**src/rtl/mem_arb_pkg.sv**
```systemverilog
// -----------------------------------------------------------------------------
// mem_arb_pkg
// Shared types and constants for the memory port arbiter.
//   state_t        : arbiter FSM state (ST_IDLE, ST_BUSY)
//   OWN_*          : encoding of the current transaction owner (dbg_owner)
//   STARVE_MAX_DEF : default number of consecutive data grants while fetch waits
// -----------------------------------------------------------------------------
package mem_arb_pkg;

  typedef enum logic {
    ST_IDLE = 1'b0,
    ST_BUSY = 1'b1
  } state_t;

  localparam logic [1:0] OWN_NONE = 2'd0;
  localparam logic [1:0] OWN_IF   = 2'd1;
  localparam logic [1:0] OWN_D    = 2'd2;

  localparam int STARVE_MAX_DEF = 4;

endpackage

```
**src/rtl/mem_arb_watchdog.sv**
```systemverilog
// -----------------------------------------------------------------------------
// mem_arb_watchdog
// Counts BUSY cycles of an outstanding memory transaction and flags expiry.
// Only instantiated when MEM_ARB_TIMEOUT_EN is defined.
// Ports:
//   clk        : clock, rising edge
//   reset      : synchronous, active-low reset
//   i_count_en : transaction outstanding and past its mem_en cycle
//   i_ack      : qualified memory completion (wins over expiry)
//   o_expire   : 1-cycle expiry indication, ends the transaction
//   o_err      : sticky error, cleared only by reset
// -----------------------------------------------------------------------------
module mem_arb_watchdog #(
  parameter int TIMEOUT_CYC = 16
) (
  input  logic clk,
  input  logic reset,
  input  logic i_count_en,
  input  logic i_ack,
  output logic o_expire,
  output logic o_err
);

  // Counter holds the number of already-completed counting cycles, so the
  // TIMEOUT_CYC-th counting cycle is the one where it reads TIMEOUT_CYC-1.
  localparam logic [4:0] LIMIT = 5'(TIMEOUT_CYC - 1);

  logic [4:0] r_cnt;
  logic       r_err;

  assign o_expire = i_count_en && !i_ack && (r_cnt == LIMIT);
  assign o_err    = r_err;

  always_ff @(posedge clk) begin
    if (!reset) begin
      r_cnt <= '0;
      r_err <= 1'b0;
    end else begin
      if (i_count_en && !i_ack && !o_expire) begin
        r_cnt <= r_cnt + 5'd1;
      end else begin
        r_cnt <= '0;
      end
      if (o_expire) begin
        r_err <= 1'b1;
      end
    end
  end

endmodule

```
**src/rtl/mem_port_arbiter.sv**
```systemverilog
// -----------------------------------------------------------------------------
// mem_port_arbiter
// Shares one memory port between instruction fetch (if_*) and load/store (d_*).
// One transaction at a time; data has priority, but after STARVE_MAX
// consecutive data grants with fetch waiting, fetch wins the next arbitration.
//
// Handshake: a requester raises req with stable addr/wdata and holds them
// until the 1-cycle gnt pulse. The response is a 1-cycle rvalid pulse with
// rdata, which then holds until that requester's next response. A req still
// high after gnt is a new request. Memory side: mem_en pulses once per
// transaction, mem_we/addr/wdata hold through BUSY, and mem_ack (latency >= 1)
// completes it; mem_ack in IDLE or in the mem_en cycle is ignored.
//
// Ports:
//   clk, reset                      : clock, synchronous active-low reset
//   if_req/if_addr                  : fetch request
//   if_gnt/if_rvalid/if_rdata       : fetch grant and response
//   d_req/d_we/d_addr/d_wdata       : data request (d_we=1 store)
//   d_gnt/d_rvalid/d_rdata          : data grant and response/store ack
//   mem_en/mem_we/mem_addr/mem_wdata: memory request
//   mem_ack/mem_rdata               : memory completion
//   dbg_owner                       : 0 none, 1 fetch, 2 data (FSM visibility)
//   timeout_err                     : sticky watchdog error
//
// Configuration: define MEM_ARB_TIMEOUT_EN to enable the BUSY watchdog
// (TIMEOUT_CYC cycles); otherwise BUSY waits indefinitely and timeout_err=0.
// -----------------------------------------------------------------------------
module mem_port_arbiter
  import mem_arb_pkg::*;
#(
  parameter int ADDR_W      = 32,
  parameter int DATA_W      = 32,
  parameter int STARVE_MAX  = STARVE_MAX_DEF,
  parameter int TIMEOUT_CYC = 16
) (
  input  logic              clk,
  input  logic              reset,
  input  logic              if_req,
  input  logic [ADDR_W-1:0] if_addr,
  output logic              if_gnt,
  output logic              if_rvalid,
  output logic [DATA_W-1:0] if_rdata,
  input  logic              d_req,
  input  logic              d_we,
  input  logic [ADDR_W-1:0] d_addr,
  input  logic [DATA_W-1:0] d_wdata,
  output logic              d_gnt,
  output logic              d_rvalid,
  output logic [DATA_W-1:0] d_rdata,
  output logic              mem_en,
  output logic              mem_we,
  output logic [ADDR_W-1:0] mem_addr,
  output logic [DATA_W-1:0] mem_wdata,
  input  logic              mem_ack,
  input  logic [DATA_W-1:0] mem_rdata,
  output logic [1:0]        dbg_owner,
  output logic              timeout_err
);

  localparam logic [3:0] STARVE_LIM = 4'(STARVE_MAX);

  state_t            r_state;
  logic [1:0]        r_owner;
  logic [3:0]        r_starve_cnt;
  logic              r_if_gnt;
  logic              r_d_gnt;
  logic              r_if_rvalid;
  logic              r_d_rvalid;
  logic [DATA_W-1:0] r_if_rdata;
  logic [DATA_W-1:0] r_d_rdata;
  logic              r_mem_en;
  logic              r_mem_we;
  logic [ADDR_W-1:0] r_mem_addr;
  logic [DATA_W-1:0] r_mem_wdata;

  logic              w_any_req;
  logic              w_if_wins;
  logic              w_ack;
  logic              w_expire;
  logic              w_err;
  logic              w_done;
  logic [DATA_W-1:0] w_resp_data;

  assign w_any_req = if_req | d_req;
  // Only meaningful when w_any_req: fetch wins when data is absent or starved.
  assign w_if_wins = !d_req || (if_req && (r_starve_cnt == STARVE_LIM));
  // The mem_en cycle cannot carry the completion of its own request.
  assign w_ack     = (r_state == ST_BUSY) && !r_mem_en && mem_ack;
  assign w_done    = w_ack || w_expire;
  // An expired transaction returns zero data.
  assign w_resp_data = w_ack ? mem_rdata : '0;

`ifdef MEM_ARB_TIMEOUT_EN
  logic w_count_en;
  assign w_count_en = (r_state == ST_BUSY) && !r_mem_en;

  mem_arb_watchdog #(
    .TIMEOUT_CYC (TIMEOUT_CYC)
  ) u_watchdog (
    .clk        (clk),
    .reset      (reset),
    .i_count_en (w_count_en),
    .i_ack      (w_ack),
    .o_expire   (w_expire),
    .o_err      (w_err)
  );
`else
  assign w_expire = 1'b0;
  // Watchdog absent: the error flag is the constant 0 (expression below is
  // always false for any legal TIMEOUT_CYC).
  assign w_err    = (TIMEOUT_CYC < 0);
`endif

  always_ff @(posedge clk) begin
    if (!reset) begin
      r_state      <= ST_IDLE;
      r_owner      <= OWN_NONE;
      r_starve_cnt <= '0;
      r_if_gnt     <= 1'b0;
      r_d_gnt      <= 1'b0;
      r_if_rvalid  <= 1'b0;
      r_d_rvalid   <= 1'b0;
      r_if_rdata   <= '0;
      r_d_rdata    <= '0;
      r_mem_en     <= 1'b0;
      r_mem_we     <= 1'b0;
      r_mem_addr   <= '0;
      r_mem_wdata  <= '0;
    end else begin
      // Pulse outputs default low.
      r_if_gnt    <= 1'b0;
      r_d_gnt     <= 1'b0;
      r_if_rvalid <= 1'b0;
      r_d_rvalid  <= 1'b0;
      r_mem_en    <= 1'b0;
      case (r_state)
        ST_IDLE: begin
          if (w_any_req) begin
            r_state  <= ST_BUSY;
            r_mem_en <= 1'b1;
            if (w_if_wins) begin
              r_owner      <= OWN_IF;
              r_if_gnt     <= 1'b1;
              r_mem_we     <= 1'b0;
              r_mem_addr   <= if_addr;
              r_mem_wdata  <= '0;
              r_starve_cnt <= '0;
            end else begin
              r_owner     <= OWN_D;
              r_d_gnt     <= 1'b1;
              r_mem_we    <= d_we;
              r_mem_addr  <= d_addr;
              r_mem_wdata <= d_wdata;
              if (!if_req) begin
                r_starve_cnt <= '0;
              end else if (r_starve_cnt < STARVE_LIM) begin
                r_starve_cnt <= r_starve_cnt + 4'd1;
              end
            end
          end
        end
        ST_BUSY: begin
          if (w_done) begin
            r_state <= ST_IDLE;
            r_owner <= OWN_NONE;
            if (r_owner == OWN_IF) begin
              r_if_rvalid <= 1'b1;
              r_if_rdata  <= w_resp_data;
            end else begin
              r_d_rvalid <= 1'b1;
              r_d_rdata  <= w_resp_data;
            end
          end
        end
        default: r_state <= ST_IDLE;
      endcase
    end
  end

  assign if_gnt      = r_if_gnt;
  assign if_rvalid   = r_if_rvalid;
  assign if_rdata    = r_if_rdata;
  assign d_gnt       = r_d_gnt;
  assign d_rvalid    = r_d_rvalid;
  assign d_rdata     = r_d_rdata;
  assign mem_en      = r_mem_en;
  assign mem_we      = r_mem_we;
  assign mem_addr    = r_mem_addr;
  assign mem_wdata   = r_mem_wdata;
  assign dbg_owner   = r_owner;
  assign timeout_err = w_err;

endmodule

```
**config.mk**
```make
export PLATFORM = sky130hd
export DESIGN_NAME = mem_port_arbiter
export DESIGN_NICKNAME = d
export VERILOG_FILES = /design/src/rtl/mem_arb_pkg.sv /design/src/rtl/mem_arb_watchdog.sv /design/src/rtl/mem_port_arbiter.sv
export SDC_FILE = /design/constraint.sdc
export NUM_CORES = 1
export LEC_CHECK = 0
export CORE_ASPECT_RATIO = 0.8
export CORE_MARGIN = 2
export CORE_UTILIZATION = 37
export DETAILED_ROUTE_END_ITERATION = 6
export PLACE_DENSITY = 0.81
export RECOVER_POWER = 50
export SYNTH_ARGS = -nofsm -noshare
export SYNTH_HDL_FRONTEND = slang
export SYNTH_HIERARCHICAL = 1
export SYNTH_SLANG_ARGS = --single-unit
```
**constraint.sdc**
```tcl
create_clock -name clk -period 1.5 [get_ports clk]
set_input_delay 0.3 -clock clk [delete_from_list [all_inputs] [get_ports clk]]
set_output_delay 0.3 -clock clk [all_outputs]
set_load 0.02 [all_outputs]
```
## Yosys cells after proc, flatten, opt, wreduce, memory -nomap -nowiden

Cells that the tools add are included.
W data, S select, Z words.

| word-level totals | value |
|---|---|
| register bits | 141 |
| input port bits | 134 |
| output and inout bits | 137 |
| logic and storage cells | 56 |

| cells by class | value |
|---|---|
| add/subtract/negate cells | 1 |
| order comparisons | 1 |
| equality and inequality tests | 5 |
| mux-type cells | 17 |
| bitwise operators | 5 |
| reduce and logical (&&, ||, !) cells | 14 |

Operators by type and width:

| cell | count |
|---|---|
| $mux W32 | 2 |
| $mux W4 | 3 |
| $reduce_and A3 Y1 | 4 |
| $mux W1 | 7 |
| $mux W2 | 3 |
| $add A4 B1 Y4 const B | 1 |
| $eq A4 B3 Y1 const B | 1 |
| $lt A4 B3 Y1 const B | 1 |
| $not A1 Y1 | 4 |
| $pmux W2 S2 | 1 |
| $reduce_and A2 Y1 | 2 |
| $logic_and A1 B1 Y1 | 3 |
| $ne A3 B1 Y1 const B | 1 |
| $reduce_or A3 Y1 | 1 |
| $eq A2 B1 Y1 const B | 1 |
| $logic_not A1 Y1 | 2 |
| $ne A2 B1 Y1 const B | 1 |
| $ne A2 B2 Y1 const B | 1 |
| $pmux W1 S2 | 1 |
| $reduce_or A2 Y1 | 1 |
| $logic_or A1 B1 Y1 | 1 |
| $or A1 B1 Y1 | 1 |

## Logic depth before layout (Yosys ltp)

| depth | value |
|---|---|
| word-level depth | 6 |
| mapped depth | 9 |
| mapped depth without buffers | 6 |

## Worst setup path before layout

OpenSTA, ideal clock, no wires.

| timing path | value |
|---|---|
| kind | flip-flop to flip-flop |
| from | register r_starve_cnt[0] |
| to | register r_mem_wdata[2] (netlist: mem_wdata[2]) |
| setup time | 0.122 ns |
| arrival time | 1.300 ns |
| required time | 1.378 ns |
| path slack | 0.078 ns |
| stages on the path, launching flop included | 10 |
| buffers on the path | 3 |
| period minus slack after synthesis | 1.422 ns |
| path through | dfxtp_1 inv_1 ha_1 nand4b_1 and2_1 buf_2 buf_6 buf_6 nand3_1 a21boi_0 |

| between the ends | value |
|---|---|
| longest elaborated chain between the ends | 4 |

Ends and longest elaborated chain:

| what | RTL line | RTL |
|---|---|---|
| from (decl) | mem_port_arbiter.sv:64 | `logic [3:0] r_starve_cnt;` |
| from (signal assigned) | mem_port_arbiter.sv:157 | `r_starve_cnt <= r_starve_cnt + 4'd1;` |
| $eq A4 B3 Y1 | mem_port_arbiter.sv:86 | `assign w_if_wins = !d_req \|\| (if_req && (r_starve_cnt == STARVE_LIM));` |
| $logic_and A1 B1 Y1 | mem_port_arbiter.sv:86 |  |
| $logic_or A1 B1 Y1 | mem_port_arbiter.sv:86 |  |
| $mux W32 | mem_port_arbiter.sv:141 | `if (w_if_wins) begin` |
| to (signal assigned) | mem_port_arbiter.sv:153 | `r_mem_wdata <= d_wdata;` |
| to (decl) | mem_port_arbiter.sv:74 | `logic [DATA_W-1:0] r_mem_wdata;` |

Every way passes these cells.
A chain may end at the register's enable or synchronous reset.

## Worst setup path after layout

| timing path | value |
|---|---|
| from | register r_starve_cnt[1] |
| to | register r_mem_addr[19] (netlist: mem_addr[19]) |

| between the ends | value |
|---|---|
| longest elaborated chain between the ends | 4 |

Ends and longest elaborated chain:

| what | RTL line | RTL |
|---|---|---|
| $eq A4 B3 Y1 | mem_port_arbiter.sv:86 |  |
| $logic_and A1 B1 Y1 | mem_port_arbiter.sv:86 |  |
| $logic_or A1 B1 Y1 | mem_port_arbiter.sv:86 |  |
| $mux W32 | mem_port_arbiter.sv:141 |  |
| to (signal assigned) | mem_port_arbiter.sv:145 | `r_mem_addr <= if_addr;` |
| to (signal assigned) | mem_port_arbiter.sv:152 | `r_mem_addr <= d_addr;` |
| to (decl) | mem_port_arbiter.sv:73 | `logic [ADDR_W-1:0] r_mem_addr;` |

Every way passes these cells.

==> out/metrics.csv <==
stage,metric,value,unit
synthesis,Synth cell types,29,
worst_setup_path,crit path from,r_starve_cnt[1]$_SDFFE_PN0P_,
worst_setup_path,buffers and inverters on the worst path,2,
worst_setup_path,Critical Path RT,1.79,ns
floorplan,# rows,40,
synthesis,Synth Register Bits,141,
floorplan,# IOs,271,
worst_setup_path,CP Max Fanout,29,
global_routing,grt total ovfl,0,
cts,Max Root-Sink Buffers,2,
global_routing,largest net degree at the start of global routing,73,
final_layout,Nets,1056,
pwr,Max IR drop VDD,0.9583,mV
detailed_routing,initial drt markers,256,
detailed_routing,detailed-route DRC error count,0,
global_routing,initial antenna violation count,0,
cts,"CTS clk-pin slew, worst paths",0.06,ns
worst_setup_path,CP arrival,1.77,ns
detailed_routing,vias,5439,
worst_setup_path,worst r2r src,r_starve_cnt[1]$_SDFFE_PN0P_,
cts,worst-skew pair later-pin latency,0.41,ns
timing,final hold vios,0,
global_routing,number of global-route vias before repair,5129,
timing,final setup violation count,0,
detailed_routing,WL per Instance,15.21,µm
synthesis,post-synthesis cell count,661,
pwr,Overall Power,0.01021,W
timing,Setup Skew,0.005324,ns
detailed_routing,drt total wl,17050,µm
final_layout,antenna cells,0,
worst_setup_path,startpoint types,register,
timing,Final Max Tran Viols,0,
hold_path,Tightest Hold Check Type,input port to register,
synthesis,ranking of synthesized cells by area,"dfxtp_1, nand2_1, a21boi_0",
cts,Post CTS Setup Buffer Count,0,
final_layout,Area Growth Syn to Fin,60.84,%
detailed_routing,DRT Pass-1 Iters,4,
floorplan,die area,16220,µm²
floorplan,chip width,141.9,µm
floorplan,DIE HEIGHT,114.3,µm
synthesis,Ys Warns,6,
global_routing,GRT Overall Usage,20.54,%
worst_setup_path,"CP delay by family, top",simple AND/OR/NAND/NOR gates,
synthesis,share of the synthesized area in the top cell type,50.17,%
synthesis,sequential area share after synthesis,50.17,%
synthesis,Mapped Nets,797,
detailed_routing,DRT antenna net count,0,
final_layout,share of cells above drive strength 1,9.335,%
worst_setup_path,critical path cell sequence,"inv_1, ha_4, nand4b_1, and2_4, buf_12, a21oi_1, a21oi_1",
global_routing,wire length of the first global-routing pass,26240,µm
timing,Max Fclk,0.6742,GHz
cts,CTS tree,built,
worst_setup_path,"slowest stage delay, CP",0.33,ns
synthesis,Mean Syn Cell Area,8.512,µm²
pwr,pwr dens,1128,nW/µm²
hold_path,min-delay src,reset,
cts,H-tree depth,4,
cts,number of CTS-inserted buffers,17,
worst_setup_path,kind of critical path,register to register,
timing,setup TNS,0,ns
worst_setup_path,most frequent CP cell,a21oi_1,
worst_setup_path,CP max stage cell,dfxtp_2,
cts,CTS root buf,clkbuf_16,
synthesis,Netlist Area Pre-Place,5627,µm²
floorplan,Initial Util,37.60,%
worst_setup_path,CP endpoint kind,register,
pwr,Leak,3.897,nW
run_status,status,completed,
floorplan,core footprint,14960,µm²
synthesis,Yosys top cell by area,dfxtp_1,
placement,detailed-placement wirelength estimate,11870,µm
timing,period utilisation layout,98.88,%
detailed_routing,vias per cell,4.852,
placement,port bufs,269,
cts,Sinks on Clock Net,141,
timing,min Tclk post-route,1.483,ns
run,Max Cap Viol,0,
placement,Final Wtd Congestion,0.7995,
final_layout,number of fill cells in the layout,1346,
==> cell usage in the layout, fill, tap and decap left out, types with 3 or more instances in the layout <==
| cell | Yosys | routed |
|---|---|---|
| a21boi_0 | 56 | 72 |
| a21boi_1 | 13 | 14 |
| a21boi_2 | 29 | 12 |
| a21oi_1 | 66 | 60 |
| a21oi_2 | 1 | 7 |
| and2_1 | 5 | 4 |
| buf_12 | 0 | 12 |
| buf_4 | 7 | 13 |
| bufinv_16 | 0 | 5 |
| clkbuf_16 | 0 | 17 |
| clkdlybuf4s50_1 | 0 | 132 |
| clkinv_2 | 0 | 4 |
| dfxtp_1 | 141 | 139 |
| dlygate4sd2_1 | 0 | 134 |
| inv_1 | 6 | 5 |
| nand2_1 | 200 | 200 |
| nand3_1 | 36 | 36 |
| nor2_1 | 4 | 3 |
| o21ai_0 | 36 | 36 |
==> area by class of cell <==
| cell class | count | area, µm² | area share (%) |
|---|---|---|---|
| Inverter | 6 | 22.52 | 0.2489 |
| Timing Repair Buffer | 294 | 2854 | 31.54 |
| Multi-Input combinational cell | 460 | 2475 | 27.35 |
| Clock buffer | 19 | 442.9 | 4.894 |
| Tap cell | 189 | 236.5 | 2.613 |
| Clock inverter | 12 | 193.9 | 2.143 |
| Sequential cell | 141 | 2825 | 31.22 |
==> repair_timing <==
item / CTS / global route
gates cloned: 0 / 1
gates resized for setup: 140 / 18
endpoints found under the hold margin: 0 / 0
hold buffers: 0 / 0
pin swaps: 0 / 1
setup endpoints to repair: 178 / 58
==> per-layer routing <==
layer | track usage (%) | up-vias | share of wire [%]
li1 | - | 2718 | -
met1 | 24.81 | 2485 | 43
met2 | 33.85 | 214 | 48
met3 | 8.072 | 22 | 8.1
met4 | 6.533 | 0 | 1.6
met5 | 0 | - | 0
==> worst reg2reg max path, delay by kind of cell (launching register included) <==
family                   cells  cell delay [ns]
AO/OA/AOI/OAI                2             0.26
adder cells (fa/ha/maj)      1             0.15
buffers and inverters        2             0.27
flip-flops                   1             0.33
AND/OR/NAND/NOR              2             0.36
==> cells by family after synthesis <==
kind of cell             share of synthesized area, %
AND/OR/NAND/NOR                                 18.46
AO/OA/AOI/OAI                                   24.77
flip-flops                                      50.17
buffers and inverters                           5.715
multiplexers                                   0.3780
adder cells (fa/ha/maj)                        0.4447
other                                         0.06665
==> registers in the layout (all words and copies together), names as in the netlist <==
signal        flops
d_rdata          32
if_rdata         32
mem_addr         32
mem_wdata        32
r_starve_cnt      4
dbg_owner         2
d_gnt             1
d_rvalid          1
if_gnt            1
if_rvalid         1
mem_en            1
mem_we            1
r_state           1
==> path summary, 6_finish.rpt <==
kind	end	slack (ns)	cells after the start
worst max-delay path	mem_addr[19]$_SDFFE_PN0P_	0.02	7
worst min-delay path	r_starve_cnt[3]$_SDFFE_PN0P_	0.22	3
worst max register to register	mem_addr[19]$_SDFFE_PN0P_	0.02	7
worst min register to register	mem_wdata[29]$_SDFFE_PN0P_	0.45	2
==> power by group <==
group / total, W / internal [W] / switching, W / leakage (nW)
clock network: 0.00455 / 0.00298 / 0.00157 / 0.309
logic: 0.00162 / 0.000784 / 0.000837 / 2.44
registers: 0.00404 / 0.00394 / 0.0000937 / 1.15
==> synth_stat cells, drive strengths merged <==
master / n
nand2: 200
nor2: 4
nor3b: 1
conb: 1
nand4b: 1
o21ai: 36
dfxtp: 141
a21oi: 67
o21bai: 1
nand3: 36
nand3b: 2
mux2: 1
nor4: 1
and2: 5
clkbuf: 26
inv: 6
a21boi: 98
mux2i: 1
a22o: 1
a31oi: 1
ha: 2
a21o: 1
buf: 28
==> per-stage QoR <==
step / util (%) / hold WS [ns] / setup slack [ns] / instance area (µm²) / std cells
2_1_floorplan: - / 0.4341 / 0.07841 / 5627 / 661
3_3_place_gp: 57.50 / 0.4404 / -0.2259 / 8605 / 1089
3_5_place_dp: 57.50 / 0.4455 / -0.2934 / 8605 / 1089
4_1_cts: 60.66 / 0.1956 / -0.004489 / 9077 / 1120
5_1_grt: 60.48 / 0.1977 / -0.01739 / 9050 / 1121
6_report: 60.48 / 0.2160 / 0.01674 / 9050 / 1121
(Power assumes the default switching activity.)
